$ cat config.mk
export PLATFORM = sky130hd
export DESIGN_NAME = cm_config_dispatcher
export DESIGN_NICKNAME = d
export VERILOG_FILES = /design/src/rtl/cm_disp_pkg.sv /design/src/rtl/cm_disp_timeout_cnt.sv /design/src/rtl/cm_config_dispatcher.sv
export SDC_FILE = /design/constraint.sdc
export NUM_CORES = 1
export LEC_CHECK = 0
export ABC_AREA = 1
export CAP_MARGIN = 20
export CORE_ASPECT_RATIO = 2
export CORE_MARGIN = 3
export CORE_UTILIZATION = 49
export CTS_BUF_LIST = sky130_fd_sc_hd__clkbuf_16
export DETAILED_ROUTE_END_ITERATION = 6
export PLACE_DENSITY = 0.88
export SKIP_CTS_REPAIR_TIMING = 1
export SLEW_MARGIN = 30
export SYNTH_ARGS = -nofsm -noshare
export SYNTH_HDL_FRONTEND = slang
export SYNTH_SLANG_ARGS = --single-unit
$ cat constraint.sdc
create_clock -name clk -period 1.95 [get_ports clk]
set_clock_uncertainty 0.15 [all_clocks]
set_input_delay 0.195 -clock clk [delete_from_list [all_inputs] [get_ports clk]]
set_output_delay 0.195 -clock clk [all_outputs]
set_load 0.05 [all_outputs]
$ cat src/rtl/cm_disp_pkg.sv
// rtl/cm_disp_pkg.sv - shared constants for the config dispatcher
// Holds the config address map, the dispatcher state encodings and the
// error codes reported on Disp_Err_Code.
package cm_disp_pkg;

  // Config address map (same values as the config manager uses)
  localparam logic [3:0] UART_BAUD   = 4'h0;
  localparam logic [3:0] UART_PARITY = 4'h1;
  localparam logic [3:0] UART_STOP   = 4'h2;
  localparam logic [3:0] VGA_CONFIG  = 4'h4;
  localparam logic [3:0] VGA_QUADRAN = 4'h5;
  localparam logic [3:0] VGA_COLOR   = 4'h6;

  // Dispatcher states
  localparam logic [2:0] IDLE      = 3'd0;
  localparam logic [2:0] DECODE    = 3'd1;
  localparam logic [2:0] WAIT_SAFE = 3'd2;
  localparam logic [2:0] WAIT_ACK  = 3'd3;
  localparam logic [2:0] DONE      = 3'd4;
  localparam logic [2:0] ERR       = 3'd5;

  // Error codes
  localparam logic [1:0] ERR_BAD_ADDR     = 2'b01;
  localparam logic [1:0] ERR_ACK_TIMEOUT  = 2'b10;
  localparam logic [1:0] ERR_SAFE_TIMEOUT = 2'b11;

  function automatic logic addr_valid(input logic [3:0] a);
    case (a)
      UART_BAUD, UART_PARITY, UART_STOP,
      VGA_CONFIG, VGA_QUADRAN, VGA_COLOR: return 1'b1;
      default:                            return 1'b0;
    endcase
  endfunction

endpackage

$ cat src/rtl/cm_disp_timeout_cnt.sv
// rtl/cm_disp_timeout_cnt.sv - wait-state timeout counter for the dispatcher
// Ports: clk, rst (sync, active-high), clear (zero the count, wins over
// enable), enable (count one cycle), expired (count == TIMEOUT_CYCLES).
// The count stops at TIMEOUT_CYCLES so expired stays up until cleared.
module cm_disp_timeout_cnt #(
  parameter int TIMEOUT_CYCLES = 255,
  parameter int CNT_WIDTH      = 8
) (
  input  logic clk,
  input  logic rst,
  input  logic clear,
  input  logic enable,
  output logic expired
);

  logic [CNT_WIDTH-1:0] count;

  assign expired = (count == CNT_WIDTH'(TIMEOUT_CYCLES));

  always_ff @(posedge clk) begin
    if (rst || clear) begin
      count <= '0;
    end else if (enable && !expired) begin
      count <= count + CNT_WIDTH'(1);
    end
  end

endmodule

$ cat src/rtl/cm_config_dispatcher.sv
// rtl/cm_config_dispatcher.sv - routes config writes to UART/VGA at safe points
// Accepts one write from the config bus (C_Addr/C_Data/C_Valid/C_Rdy), waits
// until the target may change (UART idle, VGA in vertical blank; colour
// writes need no wait), then holds a valid/ack handshake with the target.
// Reports Disp_Done or Disp_Error with Disp_Err_Code (01 bad address,
// 10 ack timeout, 11 safe-wait timeout; code holds until the next error).
// Ports: clk, rst (sync, active-high); config bus C_*; UART side U_Busy,
// U_Addr, U_Data, U_Valid, U_Ack; VGA side V_Vblank, V_Addr, V_Data,
// V_Valid, V_Ack; status Disp_Done, Disp_Error, Disp_Err_Code.
// Build option: CM_DISP_RETRY_EN - on the first ack timeout drop Valid for
// one cycle and retry the handshake once before reporting the error.
module cm_config_dispatcher
  import cm_disp_pkg::*;
#(
  parameter int C_ADDR_WIDTH   = 4,
  parameter int C_DATA_WIDTH   = 14,
  parameter int TIMEOUT_CYCLES = 255,
  parameter int CNT_WIDTH      = 8
) (
  input  logic                    clk,
  input  logic                    rst,
  input  logic [C_ADDR_WIDTH-1:0] C_Addr,
  input  logic [C_DATA_WIDTH-1:0] C_Data,
  input  logic                    C_Valid,
  output logic                    C_Rdy,
  input  logic                    U_Busy,
  output logic [1:0]              U_Addr,
  output logic [C_DATA_WIDTH-1:0] U_Data,
  output logic                    U_Valid,
  input  logic                    U_Ack,
  input  logic                    V_Vblank,
  output logic [1:0]              V_Addr,
  output logic [C_DATA_WIDTH-1:0] V_Data,
  output logic                    V_Valid,
  input  logic                    V_Ack,
  output logic                    Disp_Done,
  output logic                    Disp_Error,
  output logic [1:0]              Disp_Err_Code
);

  logic [2:0]              state;
  logic [C_ADDR_WIDTH-1:0] addr_q;
  logic [C_DATA_WIDTH-1:0] data_q;
  logic [31:0]             addr_ext;
  logic                    addr_ok, sel_vga, safe, ack;
  logic                    ack_phase, cnt_enable, cnt_clear, expired;

  // Widen so the map check also rejects any set upper address bit.
  assign addr_ext = 32'(addr_q);
  assign addr_ok  = (addr_ext[31:4] == 28'd0) && addr_valid(addr_ext[3:0]);
  assign sel_vga  = addr_ext[2];
  assign safe     = sel_vga ? V_Vblank : !U_Busy;
  assign ack      = sel_vga ? V_Ack : U_Ack;

`ifdef CM_DISP_RETRY_EN
  logic retry_q, gap_q;
  // The one-cycle Valid gap before a retry is not part of the ack window.
  assign ack_phase = (state == WAIT_ACK) && !gap_q;
`else
  assign ack_phase = (state == WAIT_ACK);
`endif

  // Count only inside a wait window; zero at every entry to one.
  assign cnt_enable = (state == WAIT_SAFE) || ack_phase;
  assign cnt_clear  = !cnt_enable || ((state == WAIT_SAFE) && safe);

  cm_disp_timeout_cnt #(
    .TIMEOUT_CYCLES(TIMEOUT_CYCLES),
    .CNT_WIDTH     (CNT_WIDTH)
  ) u_timeout (
    .clk    (clk),
    .rst    (rst),
    .clear  (cnt_clear),
    .enable (cnt_enable),
    .expired(expired)
  );

  always_ff @(posedge clk) begin
    if (rst) begin
      state         <= IDLE;
      addr_q        <= '0;
      data_q        <= '0;
      C_Rdy         <= 1'b1;
      U_Addr        <= '0;
      U_Data        <= '0;
      U_Valid       <= 1'b0;
      V_Addr        <= '0;
      V_Data        <= '0;
      V_Valid       <= 1'b0;
      Disp_Done     <= 1'b0;
      Disp_Error    <= 1'b0;
      Disp_Err_Code <= '0;
`ifdef CM_DISP_RETRY_EN
      retry_q       <= 1'b0;
      gap_q         <= 1'b0;
`endif
    end else begin
      Disp_Done  <= 1'b0;
      Disp_Error <= 1'b0;
      case (state)
        IDLE: begin
          if (C_Valid) begin
            addr_q <= C_Addr;
            data_q <= C_Data;
            C_Rdy  <= 1'b0;
            state  <= DECODE;
`ifdef CM_DISP_RETRY_EN
            retry_q <= 1'b0;
`endif
          end
        end
        DECODE: begin
          if (!addr_ok) begin
            state         <= ERR;
            Disp_Error    <= 1'b1;
            Disp_Err_Code <= ERR_BAD_ADDR;
          end else begin
            // Load only the selected target's bus; it stays stable until done.
            if (sel_vga) begin
              V_Addr <= addr_ext[1:0];
              V_Data <= data_q;
            end else begin
              U_Addr <= addr_ext[1:0];
              U_Data <= data_q;
            end
            if (addr_ext[3:0] == VGA_COLOR) begin
              state   <= WAIT_ACK;
              V_Valid <= 1'b1;
            end else begin
              state <= WAIT_SAFE;
            end
          end
        end
        WAIT_SAFE: begin
          if (safe) begin
            state   <= WAIT_ACK;
            U_Valid <= !sel_vga;
            V_Valid <= sel_vga;
          end else if (expired) begin
            state         <= ERR;
            Disp_Error    <= 1'b1;
            Disp_Err_Code <= ERR_SAFE_TIMEOUT;
          end
        end
        WAIT_ACK: begin
`ifdef CM_DISP_RETRY_EN
          if (gap_q) begin
            gap_q   <= 1'b0;
            U_Valid <= !sel_vga;
            V_Valid <= sel_vga;
          end else
`endif
          // Ack is tested first so an ack in the timeout cycle still completes.
          if (ack) begin
            U_Valid   <= 1'b0;
            V_Valid   <= 1'b0;
            state     <= DONE;
            Disp_Done <= 1'b1;
          end else if (expired) begin
            U_Valid <= 1'b0;
            V_Valid <= 1'b0;
`ifdef CM_DISP_RETRY_EN
            if (!retry_q) begin
              retry_q <= 1'b1;
              gap_q   <= 1'b1;
            end else begin
              state         <= ERR;
              Disp_Error    <= 1'b1;
              Disp_Err_Code <= ERR_ACK_TIMEOUT;
            end
`else
            state         <= ERR;
            Disp_Error    <= 1'b1;
            Disp_Err_Code <= ERR_ACK_TIMEOUT;
`endif
          end
        end
        default: begin
          // DONE and ERR each last one cycle, carrying their status pulse.
          state <= IDLE;
          C_Rdy <= 1'b1;
        end
      endcase
    end
  end

endmodule

== After elaboration in Yosys (flattened, before gate mapping) ==
Cells that the tools add are included.

* Register bits after elaboration: 68
* Bits in latches: 0
* RAM bits: 0
* Memory bits (read-only): 0
* Input bits: 25
* Output and inout bits: 39
* Word-level logic and storage cells: 92
* Memories: 0

* Add/subtract/negate cells: 1
* Multiply operators: 0
* Div/mod/pow operators: 0
* $lt $le $gt $ge: 0
* Equality and inequality tests: 19
* Shifts and indexed selects: 0
* Multiplexer cells: 32
* Bitwise operators: 3
* Reductions and logical operators: 23

{| class="wikitable"
|+ Operators by type and width
! operator !! number
|-
| 1-bit 2-to-1 mux || 16
|-
| 3-bit 2-to-1 mux || 5
|-
| 2-bit != test, second input constant || 7
|-
| 4-bit by 3-bit == test with 1-bit output, second input constant || 3
|-
| 3-bit case mux with 4 select lines || 1
|-
| 2-bit 2-to-1 mux || 5
|-
| 3-bit AND reduction || 3
|-
| 8-bit by 1-bit adder with 8-bit output, second input constant || 1
|-
| 8-bit == test, second input constant || 1
|-
| 3-bit by 2-bit == test with 1-bit output, second input constant || 2
|-
| 1-bit case mux with 3 select lines || 2
|-
| 2-bit case mux with 3 select lines || 1
|-
| 6-bit AND reduction || 1
|-
| 6-bit OR reduction || 1
|-
| 5-bit AND reduction || 1
|-
| 4-bit by 1-bit == test with 1-bit output, second input constant || 1
|-
| 4-bit by 2-bit == test with 1-bit output, second input constant || 1
|-
| 1-bit logical NOT || 4
|-
| 4-bit logical NOT || 1
|-
| 2-bit by 1-bit != test with 1-bit output, second input constant || 2
|-
| 1-bit case mux with 2 select lines || 2
|-
| 2-bit AND reduction || 2
|-
| 3-bit by 1-bit == test with 1-bit output, second input constant || 1
|-
| 3-bit logical NOT || 1
|-
| other kinds (8) || 13
|}

== Depth between registers and ports, before layout ==
* Depth in word-level cells: 5
* Mapped depth: 9
* Depth with buffers taken out: 9

== Cells and area by module ==
Synthesis repeated with hierarchy kept, for this count alone.

* Cell total of the unflattened synthesis: 349
* Area total of the unflattened synthesis: 2720.1 um^2

{| class="wikitable"
|+ Modules (own cells, without submodules)
! module !! instances !! cells each !! area an instance (um^2) !! sequential area each (um^2)
|-
| cm_config_dispatcher || 1 || 277 || 2263.4 || 1201.2
|-
| cm_disp_timeout_cnt || 1 || 72 || 456.7 || 160.2
|}

== Worst setup path after synthesis ==
OpenSTA, ideal clock, no wires.

* Path type: reg2reg
* From: register u_timeout.count[0]
* To: register u_timeout.count[5]
* Data arrival time: 1204 ps
* Data required time: 1683 ps
* Setup slack: 479 ps
* Stages on the path, launching flop included: 10
* Path through: dfxtp_1 ha_1 nand3_1 inv_1 nand2_1 nand2_2 nor2_1 nand3_1 nand2_1 nor2_1

* Word-level cells in the longest chain between the ends: 3
* Elaborated cells on any way between the ends: 4

{| class="wikitable"
|+ Ends and longest elaborated chain
! element !! RTL line !! RTL
|-
| from (decl) || cm_disp_timeout_cnt.sv:16 || <nowiki>logic [CNT_WIDTH-1:0] count;</nowiki>
|-
| from (signal assigned) || cm_disp_timeout_cnt.sv:24 || <nowiki>count <= count + CNT_WIDTH'(1);</nowiki>
|-
| parallel branches: the longest is 3 deep, another holds 8-bit by 1-bit adder with 8-bit output || n/a ||
|}

Parallel ways; which one is timed is not known.
A chain may end at the register's enable or synchronous reset.

== Worst setup path after layout ==
* From: register U_Data[7]
* To: output U_Data[7]

{| class="wikitable"
|+ RTL lines
! element !! RTL line !! RTL
|-
| from (decl) || cm_config_dispatcher.sv:28 || <nowiki>output logic [C_DATA_WIDTH-1:0] U_Data,</nowiki>
|-
| from (signal assigned) || cm_config_dispatcher.sv:124 || <nowiki>U_Data <= data_q;</nowiki>
|}

No word-level cell between the ends.

==> flow_metrics.tcl <==
set metrics [dict create \
    status "completed" \
    drt-initial-drc-count 133 \
    path_class "reg -> out" \
    area_growth_pct 36.8 \
    route.vias.total 2561 \
    postRouteAntennaNets 0 \
    grt_max_degree 49 \
    track_usage_pct 24.0 \
    hp-class "reg -> reg" \
    rsz0062_at_grt "false" \
    die-area_sq_mm 0.00645 \
    synthesis.nets 369 \
    stdcell_count 470 \
    tightestPinTransition_ns 0.535 \
    fp.dieH_microns 111 \
    cp-start-kind "flop" \
    portBuffers 63 \
    grt_overflow_total 0 \
    clk_pin_slew_ns 0.05 \
    required_ns 1.60 \
    hpwl_microns 4900 \
    crit_family "buffers and inverters" \
    rows 37 \
    initial_utilization_pct 51.3 \
    drc 0 \
    fin_ws_ns 0.0832 \
    maxSlewHeadroom_pct 64.2 \
    drive_gt1_share_pct 8.50 \
    postSynthAreaPerCell_sq_um 7.82 \
    dp.cells 454 \
    cts_tree "yes" \
    via_per_inst 5.45 \
    finalSetupViolCount 0 \
    root_buffer "clkbuf_16" \
    wl_per_cell_microns 15.4 \
    antenna_cells 0 \
    cellLeakagePower_uw 0.00148 \
    crit_chain "clkdlybuf4s50_1" \
    design.core.area_sq_mm 0.00523 \
    first_pass_iters 4 \
    ff2ff_setup_slack_ns 0.22 \
    cts.sinks 68 \
    numCtsBuffers 9 \
    peakVddDrop_mv 0.973 \
    grt_pass1_wl_microns 12100 \
    yosysWarnings 0 \
    fin_nets 433 \
    cp.arrival_ns 1.52 \
    dp_slack_ns 0.202 \
    final_core_util_pct 70.2 \
    grt_pass1_vias 2691 \
    max-cap-violations 0 \
    ys_ff_latch 68 \
    wirelength_microns 7250 \
    slew_viol_final 0 \
    fill_cells 382 \
    fin_crit_sh_pct 95.7 \
    ys_seq_area_share_pct 50.7 \
    endpoint_kind "output port" \
    clockBufferDepth 2 \
    num_io_pins 64 \
    dieWidth_microns 58.3 \
    insertion_delay_ns 0.33 \
    period_needed_ns 1.87 \
    slowest_stage "clkdlybuf4s50_1" \
    htree_levels 3 \
    routabilityCongestion 0.896 \
    grt_antenna_before_repair 0 \
    synthesis.area_sq_mm 0.00268 \
    setup_tns_ns 0 \
    critical_path_buf_inv_count 1 \
    postSynthCellCount 343 \
    max_stage_delay_ns 0.82 \
    p_per_area_mw_per_mm2 1130 \
    ys_types 28 \
    hold_viol_final 0 \
    cp_max_fo 2 \
    fmax_mhz 536 \
]
==> per-layer routing <==
metal  vias to the layer above  wire [microns]  GRT usage, %
met5                         -               0             0
met4                         0             303          14.9
met3                        27             396          6.90
met2                        89            4000          41.1
met1                      1183            2550          24.4
li1                       1262               -             -
==> worst paths after layout <==
path | end | startpoint | cells after the start
worst min register to register | U_Valid | U_Valid | 2
worst min-delay path | U_Valid | U_Valid | 2
worst max register to register | u_timeout.count[2] | u_timeout.count[0] | 8
worst max-delay path | U_Data[7] | U_Data[7] | 1
==> worst register-to-register path, cell delays in order, from the launching register on <==
cell     delay, ns
dfxtp_1       0.40
ha_1          0.26
nand3_1       0.11
inv_1         0.08
nand2_1       0.12
nand2_2       0.19
inv_2         0.10
a21oi_1       0.16
nor3_1        0.06
==> logic make-up (layout without fill, tap and decap cells) <==
family	Yosys count	after routing	synth area share (%)
AO/OA/AOI/OAI	123	123	23.6
flip-flops	68	68	50.7
buffers and inverters	57	126	8.86
AND/OR/NAND/NOR	94	94	16.4
adder cells (fa/ha/maj)	1	1	0.466
==> cell type report <==
class	instances	area, sq um	area share [%]
repair buffers	68	706	19.2
flip-flops and latches	68	1360	37.1
multi-input cells	218	1090	29.7
inverters	42	158	4.30
clock buffers	9	225	6.14
clock inverters	7	58.8	1.60
well taps	58	72.6	1.98
==> synth_stat cells (all sizes together) <==
cell    number  area, sq um
inv         42          158
or2          1         6.26
nand3       12         65.1
nand2       57          236
a211oi       1         12.5
nor2        17         88.8
ha           1         12.5
dfxtp       68         1360
a31oi        2         12.5
nand4        2         12.5
nor3         3         15.0
o32ai        1         8.76
o21ai       55          275
o211ai       1         7.51
nand3b       2         15.0
a21oi       63          315
buf          7         48.8
clkbuf       8         31.3
==> sequential cells by signal, summed over array words and instances, names as in the netlist <==
name and flops:
C_Rdy 1, u_timeout.count 8, Disp_Done 1, U_Valid 1
addr_q 4, data_q 14, U_Data 14, V_Valid 1
V_Addr 2, state 3, V_Data 14, Disp_Error 1
U_Addr 2, Disp_Err_Code 2
==> cell usage in the layout, fill, tap and decap left out, types with 4 or more instances in the layout <==
cell type	count
a21oi_1	63
clkbuf_16	9
dfxtp_1	68
o21ai_0	53
nand2_2	5
nand3_1	11
clkdlybuf4s50_1	63
inv_2	4
inv_1	39
nor2_1	13
nand2_1	50
==> where the power goes <==
part / switching, uW / internal [uW] / leakage [uW]
Sequential: 79.5 / 1540 / 0.000556
Clock: 585 / 970 / 0.000141
Combinational: 659 / 322 / 0.000785
Total: 1320 / 2830 / 0.00148
==> per-stage QoR <==
stage	hold slack, ns	total power (uW)	area [sq um]
final	0.320	4150	3670
after global routing	0.354	4310	3670
after CTS	0.322	4150	3660
after detailed placement	0.313	2600	3380
after global placement	0.310	2570	3380
after floorplan	0.209	2270	2680
No activity file was read; power rests on OpenSTA's default activity.
==> patch 1 (config.mk and constraints unchanged) <==
Build with the macro `CM_DISP_RETRY_EN` defined.
--- a/src/rtl/cm_config_dispatcher.sv
+++ b/src/rtl/cm_config_dispatcher.sv
@@ -9,6 +9,8 @@
 // V_Valid, V_Ack; status Disp_Done, Disp_Error, Disp_Err_Code.
 // Build option: CM_DISP_RETRY_EN - on the first ack timeout drop Valid for
 // one cycle and retry the handshake once before reporting the error.
+`define CM_DISP_RETRY_EN
+
 module cm_config_dispatcher
   import cm_disp_pkg::*;
 #(
Behaviour: no difference found for any inputs over 10 cycles, from zero or initial values and one cycle with rst high; that may be too few to reach the edited logic, so the function may still have changed.
==> patch 1 against the original RTL <==
  * First-iteration DRC count decreased by 7.5%
  * Fmax decreased by 0.88%
  * Hold slack got worse by 0.0071 ns
  * Routed wire length increased by 4.9%
  * Sequential cell count increased by 2
  * Synthesized cell count increased by 9.3%
  * Critical path type unchanged
  * Final area increased by 9.5%
  * Utilization decreased by 1.5 points
  * Synthesized area increased by 13%
  * Setup slack got worse by 0.017 ns
Power is not compared: it rests on default switching activity, and its combinational part moved more than twofold at a synthesized area within 25%.
==> patch 1: results (changes against the original RTL) <==
status: "complete, no violations"
antenna_cells: 0  # unchanged
clk_pin_slew_ns: 0.05  # about the same
cts_buffers: 9  # unchanged
port_buffers: 63  # unchanged
final_cells: 508  # +8.1%
ir_worst_vdd_mv: 1.04
ys_top_cells_by_count: "dfxtp_1, nand2_1, inv_1"
reg_top3: "U_Data x14, V_Data x14, data_q x14"
root_buffer: "clkbuf_16"
antenna_found_initial: 0  # unchanged
worstMarginPinSlew_ns: 0.536  # +0.000723 ns
grt_max_degree: 50  # +2.0%
wire_per_inst_um: 15.0  # -3.0%
fill_cells: 461  # +21%
path_delay_family: "buffers and inverters"
gp_congestion: 0.926  # +3.4%
ys_types: 32  # +14%
synth_xor_area_frac: 0.00290  # +0.00290
grt_pass1_wl_mm: 12.3  # +1.7%
use_met3: 0.0692  # +0.000149
hold_path.class: "reg2reg"
cts_buffer_depth: 2  # unchanged
drive_gt1_frac: 0.157  # +0.0716
synth-compound-area-share: 0.241  # +0.00504
met1_usage: 0.234  # -0.0101
synth_top_flop_cell: "dfxtp_1"
seq_area_frac_synth: 0.464  # -0.0437
cp_slowest_cell: "clkdlybuf4s50_1"
synthMuxAreaShare: 0  # unchanged
post-place-ws_ns: 0.197  # -0.00436 ns
layout.nets: 468  # +8.1%
placed_cells: 492  # +8.4%
avgSynthCellArea_um2: 8.06  # +3.0%
htree_levels: 3  # unchanged
ys_warn_count: 0  # unchanged
cpPeakStageDelay_ns: 0.84  # +0.02 ns
worstPathArrival_ns: 1.54  # +0.02 ns
dr.pass1.iters: 4  # unchanged
synth_adder_area_share: 0.00414  # -0.000523
hpwl_mm: 5.10  # +4.1%
grt_pass1_vias: 2646  # -1.7%
switchingPower_w: 0.00274
power.leakage_nw: 1.61
synth_area_leaders: "dfxtp_1, a21oi_2, nand2_1, a21oi_1, o21ai_1"
clkLatencyLatePin_ns: 0.33  # about the same
met2_usage: 0.402  # -0.00838
via_per_inst: 5.46  # +0.14%
synthArstFlopShare: 0  # unchanged
first_iter_violations: 123  # -7.5%
grt_usage: 0.232  # -0.00847
crit_fanout: 2  # unchanged
synth_fp_nets: 401  # +8.7%
## patch 1: changes by cell type in the layout (fill, tap and decap cells not counted), sizes merged, moves of 3 or more
cell,change
nor3,+3
buf,+5
nand2,+9
o21ai,+4
inv,+3
nor2,+13
## patch 1: through the flow
stage | util | cell area (um2)
after global routing | 0.686 | 4020
final | 0.686 | 4020
after global placement | 0.638 | 3740
after floorplan | - | 3020
after detailed placement | 0.638 | 3740
after CTS | 0.686 | 4020
## patch 1: worst paths after layout
check	from	to	slack, ns	cells past startpoint
setup reg to reg	state[0]$_SDFFE_PP0P_	V_Data[0]$_SDFFE_PP0P_	0.15	7
hold reg to reg	C_Rdy$_SDFFE_PP1P_	C_Rdy$_SDFFE_PP1P_	0.31	2
setup / recovery	V_Data[3]$_SDFFE_PP0P_	V_Data[3]	0.07	1
hold / removal	C_Rdy$_SDFFE_PP1P_	C_Rdy$_SDFFE_PP1P_	0.31	2
## patch 1: power groups by stage
| stage | logic, W | clock network [W] | registers (W) |
|---|---|---|---|
| 6_report | 0.00283 | 0.00156 | 0.00203 |
| 5_1_grt | 0.00305 | 0.00164 | 0.00207 |
| 4_1_cts | 0.00284 | 0.00158 | 0.00203 |
| 3_5_place_dp | 0.00280 | 0 | 0.00205 |
| 3_3_place_gp | 0.00275 | 0 | 0.00203 |
| 2_1_floorplan | 0.00129 | 0 | 0.00274 |
## patch 1: area by class of cell
class                   instances  area (um2)  area share
flip-flops and latches         70        1400       0.349
multi-input cells             243        1340       0.333
repair buffers                 72         746       0.186
clock buffers                   9         225      0.0560
inverters                      46         174      0.0433
well taps                      61        76.3      0.0190
clock inverters                 7        57.6      0.0143
## patch 1: layer usage
metal	vias to the layer above	part of all wire
met5	-	0
met4	0	0.042
met3	28	0.057
met2	101	0.54
met1	1283	0.36
li1	1360	-
==> patch 2 (same settings) <==
Made on the original files. Make the reset (`rst`) asynchronous in one clocked block.
--- a/src/rtl/cm_config_dispatcher.sv
+++ b/src/rtl/cm_config_dispatcher.sv
@@ -75,7 +75,7 @@
     .expired(expired)
   );
 
-  always_ff @(posedge clk) begin
+  always_ff @(posedge clk or posedge rst) begin
     if (rst) begin
       state         <= IDLE;
       addr_q        <= '0;
Behaviour: differs if rst is asserted again (counterexample within 4 cycles, from zero or initial values and one cycle with rst high); with rst held inactive, the same outputs for 10 cycles.
==> patch 2 against the original RTL <==
  * Sequential cell count stayed put
  * Global-route usage is 2.8 points lower
  * Routed wire length shrank 7.9%
  * Utilization is 1.6 points lower
  * Sequential share of layout area up 4.3 points
  * Critical path depth did not move
  * Critical path type unchanged
  * Setup slack improved by 0.0040 ns
  * Register-to-register slack improved by 0.08 ns
  * Synthesized area increased by 13%
  * Via count down 5.1%
  * Final area up 9.4%
Power is not compared: it rests on default switching activity, and its combinational part moved more than twofold at a synthesized area within 25%.
==> patch 2: results (changes against the original RTL) <==
gp_congestion: 0.824  # -8.0%
regToRegSetupSlack_ns: 0.30  # +0.08 ns
crit_end: "V_Data[5]"
worstSetupStartpoint: "V_Data[5]$_DFFE_PP0P_"
grt_max_degree: 58  # +18%
wire_per_inst_um: 14.2  # -8.2%
synth-compound-area-share: 0.138  # -0.0978
status: "complete, no violations"
worstMarginPinSlew_ns: 0.520  # -0.0154 ns
drive_gt1_frac: 0.168  # +0.0829
seq_area_frac_synth: 0.550  # +0.0424
post-place-ws_ns: 0.292  # +0.0898 ns
hpwl_mm: 4.84  # -1.2%
layout.nets: 433  # unchanged
ys_warn_count: 0  # unchanged
rr_worst_depth: 8  # unchanged
synth_top_flop_cell: "dfrtp_1"
path_delay_family: "buffers and inverters"
ys_top_cells_by_count: "nand2_1, dfrtp_1, nor2_1"
via_per_inst: 5.15  # -5.5%
ys_types: 30  # +7.1%
hold_slack_ns: 0.0244  # -0.296 ns
synth_area_leaders: "dfrtp_1, nand2_1, a21oi_2, dfxtp_1, nor2_1"
synthMuxAreaShare: 0  # unchanged
grt_usage: 0.212  # -0.0283
synthArstFlopShare: 0.882  # +0.882
crit_fanout: 2  # unchanged
reg_top3: "U_Data x14, V_Data x14, data_q x14"
cp_slowest_cell: "clkdlybuf4s50_1"
synth_adder_area_share: 0.00414  # -0.000527
fin_crit_sh: 0.955  # -0.00203
ir_worst_vdd_mv: 0.949
dr.pass1.iters: 4  # unchanged
synth_xor_area_frac: 0.00579  # +0.00579
port_buffers: 63  # unchanged
reg2reg_to: "u_timeout.count[2]$_SDFFE_PP0P_"
grt_pass1_wl_mm: 11.1  # -8.5%
fill_cells: 465  # +22%
cts_sinks: 68  # unchanged
cpPeakStageDelay_ns: 0.83
grt_pass1_vias: 2497  # -7.2%
synth_fp_nets: 365  # -1.1%
first_iter_violations: 87  # -35%
hold_path.class: "in2async"
## patch 2: changes by cell type after synthesis, sizes merged, moves of 3 or more
cell / before / now
dfxtp: 68 / 8
inv: 42 / 39
clkbuf: 8 / 1
o21ai: 55 / 29
a21oi: 63 / 31
nor2: 17 / 46
nand2: 57 / 92
dfrtp: 0 / 59
## patch 2: kinds of logic (layout without fill, tap and decap cells)
logic type      Yosys count  in the layout
compound gates           63             63
buf+inv                  49            121
simple gates            156            156
fa+ha+maj                 1              1
xor+xnor                  2              2
flops                    68             68
## patch 2: layout make-up
type / count / area [um2] / share of cell area
Multi-Input combinational cell: 222 / 1130 / 0.281
Timing Repair Buffer: 67 / 691 / 0.172
Inverter: 39 / 149 / 0.0371
Clock inverter: 6 / 80.1 / 0.0200
Clock buffer: 9 / 225 / 0.0561
Sequential cell: 68 / 1660 / 0.414
Tap cell: 61 / 76.3 / 0.0190
## patch 2: stage by stage
stage / util / total power (W) / cell area [um2] / std cells
3_5_place_dp: 0.633 / 0.00628 / 3710 / 457
2_1_floorplan: - / 0.00512 / 3020 / 339
5_1_grt: 0.685 / 0.00839 / 4010 / 472
6_report: 0.685 / 0.00789 / 4010 / 472
3_3_place_gp: 0.633 / 0.00616 / 3710 / 457
4_1_cts: 0.685 / 0.00798 / 4010 / 472
## patch 2: how the worst min path moves through the flow
| stage | startpoint | end | cells after the start |
|---|---|---|---|
| after floorplan | C_Data[10] | data_q[10]$_DFFE_PP0P_ | 2 |
| after global placement | V_Valid$_DFFE_PP0P_ | V_Valid$_DFFE_PP0P_ | 2 |
| after detailed placement | V_Valid$_DFFE_PP0P_ | V_Valid$_DFFE_PP0P_ | 2 |
| after CTS | rst | Disp_Err_Code[1]$_DFFE_PP0P_ | 2 |
| after global routing | rst | Disp_Err_Code[1]$_DFFE_PP0P_ | 2 |
| final | rst | Disp_Err_Code[1]$_DFFE_PP0P_ | 2 |
## patch 2: routing by layer
metal	routed length, um	vias to the layer above	track usage
li1	-	1199	-
met1	2340	1156	0.213
met2	3890	54	0.374
met3	207	21	0.0549
met4	240	0	0.123
met5	0	-	0
## patch 2: report_power, final
group | total [W] | switching, W | internal (W)
clock | 0.00165 | 0.000556 | 0.00110
sequential | 0.00237 | 0.000360 | 0.00201
combinational | 0.00387 | 0.00262 | 0.00124
